[config.mk]
export PLATFORM = sky130hd
export DESIGN_NAME = hazard_ctrl_flat
export DESIGN_NICKNAME = d
export VERILOG_FILES = /design/src/rtl/hazard_ctrl_pkg.sv /design/src/rtl/hazard_ctrl_if.sv /design/src/rtl/hazard_ctrl_sat_counter.sv /design/src/rtl/hazard_ctrl.sv /design/src/flat_wrapper.sv
export SDC_FILE = /design/constraint.sdc
export NUM_CORES = 1
export LEC_CHECK = 0
export CAP_MARGIN = 0
export CORE_UTILIZATION = 48
export CTS_CLUSTER_SIZE = 28
export DETAILED_ROUTE_END_ITERATION = 7
export PLACE_DENSITY_LB_ADDON = 0.08
export SLEW_MARGIN = 15
export SYNTH_ARGS = -nofsm -noshare
export SYNTH_HDL_FRONTEND = slang
export SYNTH_SLANG_ARGS = --single-unit
[constraint.sdc]
create_clock -name clk -period 2.5 [get_ports clk]
set_input_delay 0.25 -clock clk [delete_from_list [all_inputs] [get_ports clk]]
set_output_delay 0.25 -clock clk [all_outputs]
set_load 0.01 [all_outputs]
[src/rtl/hazard_ctrl_pkg.sv]
// Shared definitions for the hazard/sequencer block of the 5-stage RV32 core:
// forward-select encodings, sequencer states and the bypass-select helper.
package hazard_ctrl_pkg;

    typedef enum logic [1:0] {
        FWD_RF  = 2'b00,
        FWD_WB  = 2'b01,
        FWD_MEM = 2'b10
    } fwd_sel_e;

    typedef enum logic {
        ST_RUN      = 1'b0,
        ST_MDU_WAIT = 1'b1
    } state_e;

    // MEM stage has priority over WB; x0 is never bypassed.
    function automatic fwd_sel_e fwd_select(
        input logic       wr_m,
        input logic [4:0] rd_m,
        input logic       wr_w,
        input logic [4:0] rd_w,
        input logic [4:0] rs
    );
        fwd_sel_e sel;
        sel = FWD_RF;
        if (wr_w && (rd_w != 5'd0) && (rd_w == rs)) sel = FWD_WB;
        if (wr_m && (rd_m != 5'd0) && (rd_m == rs)) sel = FWD_MEM;
        return sel;
    endfunction

endpackage

[src/rtl/hazard_ctrl_if.sv]
// Pipeline <-> hazard unit signal bundle.
//   master : pipeline side (drives register indices / status, receives controls)
//   slave  : hazard_ctrl side
// Inputs to the hazard unit: RS1_D/RS2_D, RS1_E/RS2_E/RD_E, MemRead_E, mdu_op_E,
// PCSrc_E, RD_M/RegWrite_M, RD_W/RegWrite_W, imem_ready, mdu_done.
// Outputs: stall/flush controls, forward selects, mdu_start/mdu_err, profiling counters.
interface hazard_ctrl_if #(
    parameter int CNT_W = 32
);
    logic [4:0]       RS1_D;
    logic [4:0]       RS2_D;
    logic [4:0]       RS1_E;
    logic [4:0]       RS2_E;
    logic [4:0]       RD_E;
    logic             MemRead_E;
    logic             mdu_op_E;
    logic             PCSrc_E;
    logic [4:0]       RD_M;
    logic             RegWrite_M;
    logic [4:0]       RD_W;
    logic             RegWrite_W;
    logic             imem_ready;
    logic             mdu_done;

    logic             Stall_F;
    logic             Stall_D;
    logic             Flush_D;
    logic             Stall_E;
    logic             Flush_E;
    logic             Flush_M;
    logic [1:0]       ForwardA_E;
    logic [1:0]       ForwardB_E;
    logic             mdu_start;
    logic             mdu_err;
    logic [CNT_W-1:0] stall_cnt;
    logic [CNT_W-1:0] flush_cnt;

    modport master (
        output RS1_D, RS2_D, RS1_E, RS2_E, RD_E, MemRead_E, mdu_op_E, PCSrc_E,
               RD_M, RegWrite_M, RD_W, RegWrite_W, imem_ready, mdu_done,
        input  Stall_F, Stall_D, Flush_D, Stall_E, Flush_E, Flush_M,
               ForwardA_E, ForwardB_E, mdu_start, mdu_err, stall_cnt, flush_cnt
    );

    modport slave (
        input  RS1_D, RS2_D, RS1_E, RS2_E, RD_E, MemRead_E, mdu_op_E, PCSrc_E,
               RD_M, RegWrite_M, RD_W, RegWrite_W, imem_ready, mdu_done,
        output Stall_F, Stall_D, Flush_D, Stall_E, Flush_E, Flush_M,
               ForwardA_E, ForwardB_E, mdu_start, mdu_err, stall_cnt, flush_cnt
    );

endinterface

[src/rtl/hazard_ctrl_sat_counter.sv]
// Saturating up-counter used for the profiling counters.
//   clk, rst_n : clock, asynchronous active-low reset (clears to 0)
//   en         : increment this cycle
//   q          : count value; holds at all-ones instead of wrapping
module sat_counter #(
    parameter int W = 32
) (
    input  logic         clk,
    input  logic         rst_n,
    input  logic         en,
    output logic [W-1:0] q
);

    logic [W-1:0] q_q;
    logic [W-1:0] q_d;

    always_comb begin
        q_d = q_q;
        if (en && (q_q != '1)) q_d = q_q + W'(1);
    end

    always_ff @(posedge clk or negedge rst_n) begin
        if (!rst_n) q_q <= '0;
        else        q_q <= q_d;
    end

    assign q = q_q;

endmodule

[src/rtl/hazard_ctrl.sv]
// Pipeline sequencer for the 5-stage RV32 core: stall/flush/forward controls for
// IF/ID/EX/MEM covering load-use, branch/jump redirect, fetch wait and multi-cycle
// MDU ops, plus saturating stall/flush profiling counters.
//   clk, rst_n : core clock, asynchronous active-low reset
//   hz         : hazard_ctrl_if slave port (all pipeline inputs and control outputs)
// While rst_n is low every combinational output is held at 0.
module hazard_ctrl
    import hazard_ctrl_pkg::*;
#(
    parameter int CNT_W       = 32,
    parameter int MDU_TIMEOUT = 64
) (
    input logic        clk,
    input logic        rst_n,
    hazard_ctrl_if.slave hz
);

    localparam int WAIT_W = $clog2(MDU_TIMEOUT + 1);

    state_e            state_q, state_d;
    logic [WAIT_W-1:0] wait_cnt_q, wait_cnt_d;
    logic              mdu_start_q, mdu_start_d;
    logic              mdu_err_q, mdu_err_d;

    logic     lu;
    logic     stall_f, stall_d, flush_d, stall_e, flush_e, flush_m;
    logic     redirect;
    fwd_sel_e fwd_a, fwd_b;

    assign fwd_a = fwd_select(hz.RegWrite_M, hz.RD_M, hz.RegWrite_W, hz.RD_W, hz.RS1_E);
    assign fwd_b = fwd_select(hz.RegWrite_M, hz.RD_M, hz.RegWrite_W, hz.RD_W, hz.RS2_E);

    // rs2 is compared for every format; a false stall only costs a cycle.
    assign lu = hz.MemRead_E && (hz.RD_E != 5'd0) &&
                ((hz.RD_E == hz.RS1_D) || (hz.RD_E == hz.RS2_D));

    always_comb begin
        state_d     = state_q;
        wait_cnt_d  = wait_cnt_q;
        mdu_start_d = 1'b0;
        mdu_err_d   = mdu_err_q;
        stall_f     = 1'b0;
        stall_d     = 1'b0;
        flush_d     = 1'b0;
        stall_e     = 1'b0;
        flush_e     = 1'b0;
        flush_m     = 1'b0;
        redirect    = 1'b0;
        unique case (state_q)
            ST_RUN: begin
                if (hz.PCSrc_E) begin
                    flush_d  = 1'b1;
                    flush_e  = 1'b1;
                    redirect = 1'b1;
                end else if (hz.mdu_op_E) begin
                    stall_f     = 1'b1;
                    stall_d     = 1'b1;
                    stall_e     = 1'b1;
                    flush_m     = 1'b1;
                    mdu_start_d = 1'b1;
                    wait_cnt_d  = '0;
                    state_d     = ST_MDU_WAIT;
                end else if (lu) begin
                    stall_f = 1'b1;
                    stall_d = 1'b1;
                    flush_e = 1'b1;
                end else if (!hz.imem_ready) begin
                    stall_f = 1'b1;
                    flush_d = 1'b1;
                end
            end
            ST_MDU_WAIT: begin
                // Up to MDU_TIMEOUT held cycles, then a release cycle that flags the abort.
                if (hz.mdu_done) begin
                    state_d = ST_RUN;
                end else if (wait_cnt_q == WAIT_W'(MDU_TIMEOUT)) begin
                    mdu_err_d = 1'b1;
                    state_d   = ST_RUN;
                end else begin
                    stall_f    = 1'b1;
                    stall_d    = 1'b1;
                    stall_e    = 1'b1;
                    flush_m    = 1'b1;
                    wait_cnt_d = wait_cnt_q + WAIT_W'(1);
                end
            end
            default: state_d = ST_RUN;
        endcase
    end

    always_ff @(posedge clk or negedge rst_n) begin
        if (!rst_n) begin
            state_q     <= ST_RUN;
            wait_cnt_q  <= '0;
            mdu_start_q <= 1'b0;
            mdu_err_q   <= 1'b0;
        end else begin
            state_q     <= state_d;
            wait_cnt_q  <= wait_cnt_d;
            mdu_start_q <= mdu_start_d;
            mdu_err_q   <= mdu_err_d;
        end
    end

    assign hz.Stall_F    = rst_n & stall_f;
    assign hz.Stall_D    = rst_n & stall_d;
    assign hz.Flush_D    = rst_n & flush_d;
    assign hz.Stall_E    = rst_n & stall_e;
    assign hz.Flush_E    = rst_n & flush_e;
    assign hz.Flush_M    = rst_n & flush_m;
    assign hz.ForwardA_E = rst_n ? fwd_a : FWD_RF;
    assign hz.ForwardB_E = rst_n ? fwd_b : FWD_RF;
    assign hz.mdu_start  = mdu_start_q;
    assign hz.mdu_err    = mdu_err_q;

    sat_counter #(.W(CNT_W)) u_stall_cnt (
        .clk   (clk),
        .rst_n (rst_n),
        .en    (stall_f),
        .q     (hz.stall_cnt)
    );

    sat_counter #(.W(CNT_W)) u_flush_cnt (
        .clk   (clk),
        .rst_n (rst_n),
        .en    (redirect),
        .q     (hz.flush_cnt)
    );

endmodule
[src/flat_wrapper.sv]
// flat-port wrapper written by rule: the top's interface ports become plain ports
module hazard_ctrl_flat import hazard_ctrl_pkg::*;
#(
    parameter int CNT_W       = 32,
    parameter int MDU_TIMEOUT = 64
)
  (clk, rst_n, hz_RS1_D, hz_RS2_D, hz_RS1_E, hz_RS2_E, hz_RD_E, hz_MemRead_E, hz_mdu_op_E, hz_PCSrc_E, hz_RD_M, hz_RegWrite_M, hz_RD_W, hz_RegWrite_W, hz_imem_ready, hz_mdu_done, hz_Stall_F, hz_Stall_D, hz_Flush_D, hz_Stall_E, hz_Flush_E, hz_Flush_M, hz_ForwardA_E, hz_ForwardB_E, hz_mdu_start, hz_mdu_err, hz_stall_cnt, hz_flush_cnt);
  hazard_ctrl_if #(.CNT_W(CNT_W)) hz_i ();
  input logic clk;
  input logic rst_n;
  input wire logic [$bits(hz_i.RS1_D)-1:0] hz_RS1_D;
  input wire logic [$bits(hz_i.RS2_D)-1:0] hz_RS2_D;
  input wire logic [$bits(hz_i.RS1_E)-1:0] hz_RS1_E;
  input wire logic [$bits(hz_i.RS2_E)-1:0] hz_RS2_E;
  input wire logic [$bits(hz_i.RD_E)-1:0] hz_RD_E;
  input wire logic [$bits(hz_i.MemRead_E)-1:0] hz_MemRead_E;
  input wire logic [$bits(hz_i.mdu_op_E)-1:0] hz_mdu_op_E;
  input wire logic [$bits(hz_i.PCSrc_E)-1:0] hz_PCSrc_E;
  input wire logic [$bits(hz_i.RD_M)-1:0] hz_RD_M;
  input wire logic [$bits(hz_i.RegWrite_M)-1:0] hz_RegWrite_M;
  input wire logic [$bits(hz_i.RD_W)-1:0] hz_RD_W;
  input wire logic [$bits(hz_i.RegWrite_W)-1:0] hz_RegWrite_W;
  input wire logic [$bits(hz_i.imem_ready)-1:0] hz_imem_ready;
  input wire logic [$bits(hz_i.mdu_done)-1:0] hz_mdu_done;
  output wire logic [$bits(hz_i.Stall_F)-1:0] hz_Stall_F;
  output wire logic [$bits(hz_i.Stall_D)-1:0] hz_Stall_D;
  output wire logic [$bits(hz_i.Flush_D)-1:0] hz_Flush_D;
  output wire logic [$bits(hz_i.Stall_E)-1:0] hz_Stall_E;
  output wire logic [$bits(hz_i.Flush_E)-1:0] hz_Flush_E;
  output wire logic [$bits(hz_i.Flush_M)-1:0] hz_Flush_M;
  output wire logic [$bits(hz_i.ForwardA_E)-1:0] hz_ForwardA_E;
  output wire logic [$bits(hz_i.ForwardB_E)-1:0] hz_ForwardB_E;
  output wire logic [$bits(hz_i.mdu_start)-1:0] hz_mdu_start;
  output wire logic [$bits(hz_i.mdu_err)-1:0] hz_mdu_err;
  output wire logic [$bits(hz_i.stall_cnt)-1:0] hz_stall_cnt;
  output wire logic [$bits(hz_i.flush_cnt)-1:0] hz_flush_cnt;
  assign hz_i.RS1_D = hz_RS1_D;
  assign hz_i.RS2_D = hz_RS2_D;
  assign hz_i.RS1_E = hz_RS1_E;
  assign hz_i.RS2_E = hz_RS2_E;
  assign hz_i.RD_E = hz_RD_E;
  assign hz_i.MemRead_E = hz_MemRead_E;
  assign hz_i.mdu_op_E = hz_mdu_op_E;
  assign hz_i.PCSrc_E = hz_PCSrc_E;
  assign hz_i.RD_M = hz_RD_M;
  assign hz_i.RegWrite_M = hz_RegWrite_M;
  assign hz_i.RD_W = hz_RD_W;
  assign hz_i.RegWrite_W = hz_RegWrite_W;
  assign hz_i.imem_ready = hz_imem_ready;
  assign hz_i.mdu_done = hz_mdu_done;
  assign hz_Stall_F = hz_i.Stall_F;
  assign hz_Stall_D = hz_i.Stall_D;
  assign hz_Flush_D = hz_i.Flush_D;
  assign hz_Stall_E = hz_i.Stall_E;
  assign hz_Flush_E = hz_i.Flush_E;
  assign hz_Flush_M = hz_i.Flush_M;
  assign hz_ForwardA_E = hz_i.ForwardA_E;
  assign hz_ForwardB_E = hz_i.ForwardB_E;
  assign hz_mdu_start = hz_i.mdu_start;
  assign hz_mdu_err = hz_i.mdu_err;
  assign hz_stall_cnt = hz_i.stall_cnt;
  assign hz_flush_cnt = hz_i.flush_cnt;
  hazard_ctrl #(.CNT_W(CNT_W), .MDU_TIMEOUT(MDU_TIMEOUT)) u_core (.clk(clk), .rst_n(rst_n), .hz(hz_i));
endmodule
==> metrics <==
Most used DFF post-synth=dfrtp_1; post-synth top area share=0.455; wirelength, routed=9950 um; outcome=finished with violations; Tot GR Track Use=0.234; Worst EP required=2.25 ns; Worst Clk Skew=0.0135 ns; Post-Synthesis Cell Area=0.00407 mm2; Mapped Nets=456; Avg Cell Area, Syn=9.97 um2; CTS Sinks=74; Yosys warnings=0; Synth Register Bits=74; num ports=120; power per cell area=604 mW/mm2; DR iter-0 viols=99; CP max FO=2; Die Y-Extent=94.1 um; Area contributors post-synth=dfrtp_1 46%, xor2_1 14%, xnor2_1 6.7%; type of origin of the critical path=primary input; DRT Pass-1 Iters=4; pre-CTS setup slack=-0.199 ns; LEAKAGE=2.64 nW; Worst Hold Class=primary input to async pin; Slew Limit Headroom=0.613; Flop pwr share=0.432; Setup Viol. Count Final=0; Comb pwr share=0.258; Setup CP Type=primary input to primary output; Worst-Margin Slew=0.581 ns; Root Buffer=clkbuf_8; vias in the first global route=3471; maximum clock frequency=0.414 GHz; Mapped Cells=408; Fin Hold WS=-0.000522 ns; Via density=5.44; DRC=0; Area Overhead vs Synth=43.1%; row count=33; port bufs=119; Placed Cells=650; initial core utilization=0.495; Critical Path End Type=primary output; flop-to-flop setup slack=0.20 ns; Layout fillers=651; Routed wire per std cell=14.9 um; Antenna Violating Nets Remaining=0; CTS max path bufs=2; setup_tns=0 ns; Int Pwr=2.42 mW; sw frac=0.312; min cycle time layout=2.41 ns; Post-DP HPWL=7250 um; fin. max-slew vios=0; die area=0.00885 mm2; Reg clk slew, reported paths=0.08 ns; first-pass GRT wire length=16100 um; EDFF count, synth=0; initial antenna violation count=0; Max VDD drop=0.000387 V; maxcap violations=0; vias=3626; Sw Pwr=1.10 mW; period utilization=0.966; Clk Latency, worst-skew pair=0.36 ns; R2R depth=9; met1 Use GR=0.285; Horiz. Die Dim=94.1 um; failing checks=negative hold slack; GR Util met2=0.400; Clock Power Share=0.311; sequential fraction of the synthesis area=0.455; met3 usage=0.0445; CTS tree=yes; deepest level of the CTS H-tree=3; # nets final=605; non-filler cells, final=667; CTS hold repair buffers=0; async set-reset flop share out of synthesis=1.00; cell taking the most area after synthesis=dfrtp_1; Netlist cell types=52; RSZ-0062 raised after global routing=true; # diodes=0; core footprint=0.00822 mm2; layout cells sized above 1=0.119; Final Hold Viols=1; GR Overflow Total=0; routability cong.=0.880; Tot Pwr=3.51 mW; pin count of the biggest net entering global routing=48; Num CTS Buffers=9; Data arrival, critical path=2.16 ns; worst reg2reg endpoint=u_core.u_stall_cnt.q[1]; Top Usage Layer GRT=met2; worst r2r src=u_core.wait_cnt_q[0]; fin worst setup slack=0.0862 ns
-- critical path, cell delays in order --
cell and delay, ns:
clkdlybuf4s50_1 0.42, or4_1 0.53, o21ai_1 0.23, nor4_1 0.11, and2_1 0.16, clkdlybuf4s50_1 0.47
-- how the worst max path moves through the flow --
stage                               endpoint                 start  cells after the start  slack [ns]
floorplan                         hz_Stall_E  u_core.wait_cnt_q[0]                      7        0.50
global placement            hz_ForwardB_E[0]            hz_RD_M[0]                      6       -0.10
detailed placement          hz_ForwardB_E[0]            hz_RD_M[0]                      6       -0.20
CTS                               hz_Flush_M  u_core.wait_cnt_q[0]                      7       -0.07
global route        u_core.u_stall_cnt.q[10]  u_core.wait_cnt_q[0]                     10       -0.03
finish                      hz_ForwardB_E[1]            hz_RD_M[0]                      6        0.09
-- repair_timing --
| action | 4_1_cts | 5_1_grt |
|---|---|---|
| buffers inserted | 0 | 1 |
| endpoints found under the setup margin | 8 | 3 |
| gates cloned | 0 | 0 |
| gates resized for setup | 10 | 5 |
-- kinds of logic (layout without fill, tap and decap cells) --
group                    after synthesis  in the layout  share of synthesized area
flip-flops                            74             74                      0.455
AO/OA/AOI/OAI                         20             20                     0.0363
buffers and inverters                 18            172                     0.0212
multiplexers                           2              2                    0.00554
AND/OR/NAND/NOR                      196            196                      0.267
adder cells (fa/ha/maj)                4              4                     0.0123
XOR/XNOR                              94             94                      0.202
-- cells in the mapped netlist, types with 2 or more instances --
| library cell | instances |
|---|---|
| o21ai_0 | 3 |
| and2_4 | 2 |
| nor3b_1 | 3 |
| and2_2 | 3 |
| a21oi_1 | 4 |
| clkbuf_1 | 3 |
| or3_1 | 2 |
| mux2_2 | 2 |
| nor3_1 | 29 |
| nand4_1 | 24 |
| and3_1 | 9 |
| buf_2 | 3 |
| nand3_1 | 32 |
| nor2_1 | 26 |
| and2_1 | 5 |
| nor4_1 | 8 |
| nor4_2 | 2 |
| or4_1 | 6 |
| xor2_1 | 63 |
| and4_1 | 2 |
| buf_4 | 2 |
| xnor2_1 | 31 |
| nand2_1 | 29 |
| dfrtp_1 | 74 |
| a31oi_1 | 2 |
| inv_1 | 9 |
| a311oi_2 | 2 |
| ha_1 | 4 |
-- layout by cell type (no fill, tap or decap), types with 2 or more instances in the layout --
cell,n
dlymetal6s2s_1,2
nand4_1,24
xnor2_1,31
nor4_1,7
ha_1,4
inv_1,9
buf_4,29
clkbuf_8,10
nor3_1,29
and2_1,5
or3_1,2
nor3b_1,3
nand2_1,29
nor2_1,25
and4_1,2
or4_1,6
mux2_2,2
and2_4,2
inv_6,3
dlygate4sd2_1,6
nor4_2,3
o21ai_1,2
a31oi_1,2
a21oi_1,4
clkdlybuf4s50_1,110
nand3_1,32
bufinv_16,2
and2_2,3
dfrtp_1,74
o21ai_0,2
and3_1,9
xor2_1,63
-- per-stage QoR --
step | hold WS, ns | instance area (um2) | util
2_1_floorplan | -0.0456 | 4070 | -
3_3_place_gp | 0.394 | 5540 | 0.674
3_5_place_dp | 0.403 | 5540 | 0.674
4_1_cts | 0.0135 | 5780 | 0.704
5_1_grt | 0.0467 | 5820 | 0.708
6_report | -0.000522 | 5820 | 0.708
-- power groups by stage --
| stage | clock (mW) | sequential [mW] | combinational, mW |
|---|---|---|---|
| after floorplan | 0 | 1.54 | 0.398 |
| after global placement | 0 | 1.52 | 0.873 |
| after detailed placement | 0 | 1.53 | 0.893 |
| after CTS | 1.11 | 1.51 | 0.898 |
| after global routing | 1.16 | 1.54 | 0.992 |
| final | 1.09 | 1.52 | 0.905 |
-- sequential cells by signal (all words and copies together) (netlist names) --
| register | flops |
|---|---|
| u_core.u_flush_cnt.q | 32 |
| u_core.u_stall_cnt.q | 32 |
| u_core.wait_cnt_q | 7 |
| u_core.hz.mdu_err | 1 |
| u_core.hz.mdu_start | 1 |
| u_core.state_q | 1 |
-- cell type report --
| type | instances | area, um2 | area share |
|---|---|---|---|
| repair buffers | 147 | 1400 | 0.240 |
| inverters | 9 | 33.8 | 0.00581 |
| multi-input cells | 316 | 2170 | 0.373 |
| flip-flops and latches | 74 | 1850 | 0.318 |
| well taps | 105 | 131 | 0.0226 |
| clock buffers | 10 | 138 | 0.0237 |
| clock inverters | 6 | 95.1 | 0.0163 |
-- per-layer routing --
layer	vias to the layer above	routed length [um]
li1	1741	-
met1	1756	4310
met2	106	4820
met3	23	583
met4	0	238
met5	-	0
Power figures use the tool's default switching activity.
